$ cat config.mk
export PLATFORM = sky130hd
export DESIGN_NAME = bcd2bin
export DESIGN_NICKNAME = d
export VERILOG_FILES = /design/src/rtl/bcd2bin_pkg.sv /design/src/rtl/bcd2bin_digit_fix.sv /design/src/rtl/bcd2bin.sv
export SDC_FILE = /design/constraint.sdc
export NUM_CORES = 1
export LEC_CHECK = 0
export BUFFER_PORTS_ARGS = -buffer_cell sky130_fd_sc_hd__buf_2
export CAP_MARGIN = 25
export CORE_UTILIZATION = 35
export CTS_BUF_LIST = sky130_fd_sc_hd__clkbuf_4 sky130_fd_sc_hd__clkbuf_8 sky130_fd_sc_hd__clkbuf_16
export DETAILED_ROUTE_END_ITERATION = 10
export PLACE_DENSITY = 0.58
export SYNTH_ARGS = -nofsm -noshare
export SYNTH_HDL_FRONTEND = slang
export SYNTH_SLANG_ARGS = --single-unit
$ cat constraint.sdc
create_clock -name clk -period 2.4 [get_ports clk]
set_input_delay 0.12 -clock clk [delete_from_list [all_inputs] [get_ports clk]]
set_output_delay 0.12 -clock clk [all_outputs]
set_load 0.05 [all_outputs]
$ cat src/rtl/bcd2bin_pkg.sv
// Shared constants and FSM encoding for the BCD <-> binary converters.
// Default widths cover four BCD digits (0..9999) in 14 binary bits.
package bcd2bin_pkg;

    localparam int DEF_M = 16;
    localparam int DEF_N = 14;

    typedef enum logic [1:0] {
        S_IDLE = 2'd0,
        S_CONV = 2'd1,
        S_DONE = 2'd2
    } state_t;

    // A BCD nibble is only legal for values 0..9.
    function automatic logic digit_bad(input logic [3:0] d);
        return d > 4'd9;
    endfunction

endpackage

$ cat src/rtl/bcd2bin_digit_fix.sv
// Per-digit correction for reverse double-dabble.
// A shifted digit >= 8 received a carried-in 8 that must become 5.
module bcd_digit_fix (
    input  logic [3:0] digit,
    output logic [3:0] fixed
);

    assign fixed = (digit >= 4'd8) ? digit - 4'd3 : digit;

endmodule

$ cat src/rtl/bcd2bin.sv
// Sequential BCD to binary converter (reverse double-dabble).
// One result bit per cycle; N cycles from accept to DONE.
module bcd2bin
    import bcd2bin_pkg::*;
#(
    parameter int M = DEF_M,
    parameter int N = DEF_N
) (
    input  logic         clk,
    input  logic         rst_n,
    input  logic         start,
    input  logic [M-1:0] bcd,
    output logic [N-1:0] bin,
    output logic         busy,
    output logic         done,
    output logic         err
);

    localparam int D  = M / 4;
    localparam int CW = $clog2(N + 1);

    state_t          state;
    logic [M-1:0]    dig;
    logic [N-1:0]    sr;
    logic [CW-1:0]   cnt;
    logic            bad_pend;

    logic [M-1:0]    dig_sh;
    logic [M-1:0]    dig_nx;
    logic [N-1:0]    sr_nx;
    logic            bcd_bad;
    logic            last;

    assign dig_sh = dig >> 1;
    assign sr_nx  = {dig[0], sr[N-1:1]};
    assign last   = (cnt == CW'(N - 1));

    genvar g;
    generate
        for (g = 0; g < D; g++) begin : g_fix
            bcd_digit_fix u_fix (
                .digit (dig_sh[4*g +: 4]),
                .fixed (dig_nx[4*g +: 4])
            );
        end
    endgenerate

    // Flag an operand holding any non-decimal nibble.
    always_comb begin
        bcd_bad = 1'b0;
        for (int i = 0; i < D; i++) begin
            if (digit_bad(bcd[4*i +: 4])) bcd_bad = 1'b1;
        end
    end

    // Control FSM, datapath shift and registered outputs.
    always_ff @(posedge clk or negedge rst_n) begin
        if (!rst_n) begin
            state    <= S_IDLE;
            dig      <= '0;
            sr       <= '0;
            cnt      <= '0;
            bad_pend <= 1'b0;
            bin      <= '0;
            busy     <= 1'b0;
            done     <= 1'b0;
            err      <= 1'b0;
        end else begin
            unique case (state)
                S_IDLE: begin
                    done <= 1'b0;
                    if (start) begin
                        state    <= S_CONV;
                        dig      <= bcd;
                        sr       <= '0;
                        cnt      <= '0;
                        bad_pend <= bcd_bad;
                        busy     <= 1'b1;
                    end
                end
                S_CONV: begin
                    if (bad_pend) begin
                        // Illegal digit: report at once, no steps.
                        state <= S_DONE;
                        done  <= 1'b1;
                        err   <= 1'b1;
                        bin   <= '0;
                    end else begin
                        dig <= dig_nx;
                        sr  <= sr_nx;
                        cnt <= cnt + CW'(1);
                        if (last) begin
                            state <= S_DONE;
                            done  <= 1'b1;
                            // Leftover digit weight means the value
                            // does not fit in N bits.
                            if (dig_nx != '0) begin
                                err <= 1'b1;
                                bin <= '0;
                            end else begin
                                err <= 1'b0;
                                bin <= sr_nx;
                            end
                        end
                    end
                end
                S_DONE: begin
                    state <= S_IDLE;
                    done  <= 1'b0;
                    busy  <= 1'b0;
                end
                default: begin
                    state <= S_IDLE;
                    done  <= 1'b0;
                    busy  <= 1'b0;
                end
            endcase
        end
    end

endmodule

==> summary.md <==
## Run status
- run status: finished, final reports clean

## Die
- total core area: 6756 µm²
- Chip Height: 85.54 µm
- effective utilization at floorplan: 36.15%
- overall die width: 85.54 µm
- number of placement rows: 30
- number of placed I/O pins: 36
- full die area: 7316 µm²

## Timing
- RSZ-0062 raised after global routing: false
- clock skew after layout: 0.01113 ns
- FMAX: 515.5 MHz
- number of hold-slack violations in the final timing report: 0
- shortest period the worst path allows: 1.940 ns
- Max-slew headroom: 62.13%
- setup TNS: 0 ns
- final-report setup violation count: 0
- period utilization: 80.83%
- count of final max-slew check failures: 0
- worst-margin pin slew: 0.5681 ns

## Global routing
- maximum number of pins on one net before global-route repair: 33
- GR Util All Layers: 14.57%
- grt total ovfl: 0
- initial antenna violation count: 0
- number of global-route vias before repair: 1,641
- wire length of the first global-routing pass: 8321 µm

## Finish
- post-route cell area: 2819 µm²
- Antenna Cells: 0
- Total Nets Final: 287
- share of cells above drive strength 1: 21.84%
- P&R area growth vs syn: 15.42%

## Worst setup path
- Worst Path Required: 2.65 ns
- reg-to-reg critical path startpoint: dig[9]
- classification of the worst setup path: flop to flop
- data arrival time of the critical path: 2.19 ns
- register-to-register setup slack: 0.46 ns
- element type at the critical path end: flop
- number of cells traversed by the worst register-to-register path: 7
- Crit. Startpoint: dig[9]
- critical-path maximum fanout: 15
- worst r2r dst: bin[8]
- crit start category: flop

## CTS
- count of hold-fix buffers inserted at cts: 1
- number of buffers between clock root and the deepest sink: 2
- total clock sinks: 53
- Clock Pin Slew Worst Setup and Hold Paths: 0.10 ns
- insertion delay to the later sink of the worst-skew pair: 0.31 ns
- TritonCTS clock tree: yes
- count of buffers added by post-CTS timing repair for setup: 0
- total number of H-tree levels: 2
- CTS-repair resized insts: 0
- cts bufs inserted: 5
- root cell of the clock tree: clkbuf_8

## Placement
- DPL Wire Length: 3604 µm
- gp weighted congestion: 0.7689
- Placement Cell Area: 2715 µm²
- number of I/O port buffers: 35

## Route
- DR iter-0 viols: 83
- total routed wirelength: 4973 µm
- DRC: 0
- routed via count: 1,747
- drt via density: 5.123
- First-pass DRT Iterations: 4
- routed length per instance: 14.58 µm
- Final ANT Viol Nets: 0

## Yosys
- post-synth net total: 248
- Cell Area, Synth: 2442 µm²
- Seq cells post-synth: 53
- post-synthesis cell count: 221
- mean instance size in the synthesized netlist: 11.05 µm²
- register area share after synthesis: 54.30%
- Yosys cell types: 33
- number of warnings reported in the yosys synthesis log: 0

## Pwr
- leakage power summed over all cells: 1.415 nW
- peak supply drop: 0.3283 mV
- power density of the placed cells: 1130 nW/µm²

## Min path
- start point of the worst hold path: bcd[15]
- worst min-delay path category: input port to flop
- cell depth of the worst min-delay path: 2
- Min-Delay Endpoint: dig[15]

## Run
- Max-cap violations: 0

## power by group
part           switching [mW]  internal (mW)  leakage [nW]
sequential              0.248           1.11         0.696
combinational           0.769          0.532         0.674
clock                   0.319          0.213        0.0452
total                    1.34           1.85          1.42
## through the flow
step | hold slack, ns | utilization, % | total power, mW | cells | worst slack [ns]
after floorplan | -0.1756 | - | 2.352 | 221 | 0.5662
final | 0.06868 | 41.72 | 3.187 | 341 | 0.4600
after detailed placement | 0.1424 | 40.19 | 2.688 | 332 | 0.4593
after global placement | 0.1340 | 40.19 | 2.662 | 332 | 0.5482
after global routing | 0.07959 | 41.72 | 3.437 | 341 | 0.2896
after CTS | 0.06325 | 41.72 | 3.226 | 341 | 0.4503
## per-layer routing
layer,global-route usage [%],wire (µm),vias to the layer above
met3,2.021,132,6
met4,4.545,53,0
met1,21.72,2466,841
li1,-,-,866
met2,22.04,2321,34
met5,0,0,-
## layout make-up
| cell class | count | area (µm²) |
|---|---|---|
| fillers | 679 | 3938 |
| multi-input cells | 144 | 1005 |
| flip-flops and latches | 53 | 1326 |
| clock inverters | 3 | 25.02 |
| clock buffers | 5 | 68.82 |
| inverters | 11 | 41.29 |
| repair buffers | 45 | 252.7 |
| well taps | 80 | 100.1 |
## cells by family (layout without fill, tap and decap cells)
group           after synthesis  in the layout  synth area share, %
compound gates               70             70                20.19
xor+xnor                      8              8                2.869
fa+ha+maj                     8              8                4.099
buf+inv                      24             64                4.662
flops                        53             53                54.30
mux                           8              8                3.279
simple gates                 50             50                10.60
## worst max-delay path, stage by stage (launching register included)
cell,delay [ns]
dfrtp_1,0.47
inv_1,0.07
ha_1,0.31
and4b_1,0.24
o22ai_1,0.12
nor4_4,0.26
buf_4,0.25
a22o_1,0.16
## worst max path at each step
stage,end,slack [ns],depth (start not counted)
finish,bin[8],0.46,7
global route,bin[11],0.29,7
CTS,bin[8],0.45,7
detailed placement,bin[8],0.46,7
global placement,bin[1],0.55,7
floorplan,bin[10],0.57,7
## cell usage after synthesis
master	count	area share [%]
a211o_1	3	1.1
a21boi_0	1	0.31
a21o_1	1	0.31
a21oi_1	10	2.0
a22o_1	28	10
a2bb2oi_1	3	1.1
a41oi_1	1	0.36
and3_1	1	0.26
and4b_1	1	0.41
buf_2	4	0.82
buf_4	1	0.31
buf_6	2	0.92
clkbuf_1	6	0.92
dfrtp_1	53	54
ha_1	8	4.1
inv_1	11	1.7
mux2i_1	8	3.3
nand2_1	14	2.2
nand2b_1	2	0.51
nand3_1	1	0.20
nand4_1	2	0.51
nor2_1	19	2.9
nor2b_1	4	1.0
nor3_1	2	0.41
nor3b_1	1	0.31
nor3b_2	1	0.51
nor4_2	1	0.51
nor4_4	1	0.87
o21ai_0	20	4.1
o21ai_2	1	0.36
o22ai_1	2	0.51
xnor2_1	6	2.2
xor2_1	2	0.72
## state kept, by name (all words and copies together), names as in the netlist
| name | cells |
|---|---|
| cnt | 4 |
| sr | 13 |
| dig | 16 |
| busy | 1 |
| bad_pend | 1 |
| done | 1 |
| bin | 14 |
| state | 2 |
| err | 1 |
## cells in the final DEF, fill, tap and decap left out, types with 2 or more instances in the layout
| cell type | count |
|---|---|
| dfrtp_1 | 53 |
| buf_2 | 35 |
| a22o_1 | 28 |
| o21ai_0 | 20 |
| nor2_1 | 18 |
| nand2_1 | 14 |
| inv_1 | 11 |
| a21oi_1 | 10 |
| buf_4 | 9 |
| mux2i_1 | 8 |
| ha_1 | 8 |
| xnor2_1 | 6 |
| clkbuf_8 | 5 |
| nor2b_1 | 4 |
| a2bb2oi_1 | 3 |
| a211o_1 | 3 |
| nand2b_1 | 2 |
| nor3_1 | 2 |
| o22ai_1 | 2 |
| nand4_1 | 2 |
| xor2_1 | 2 |
| inv_6 | 2 |
(Power assumes the default switching activity.)
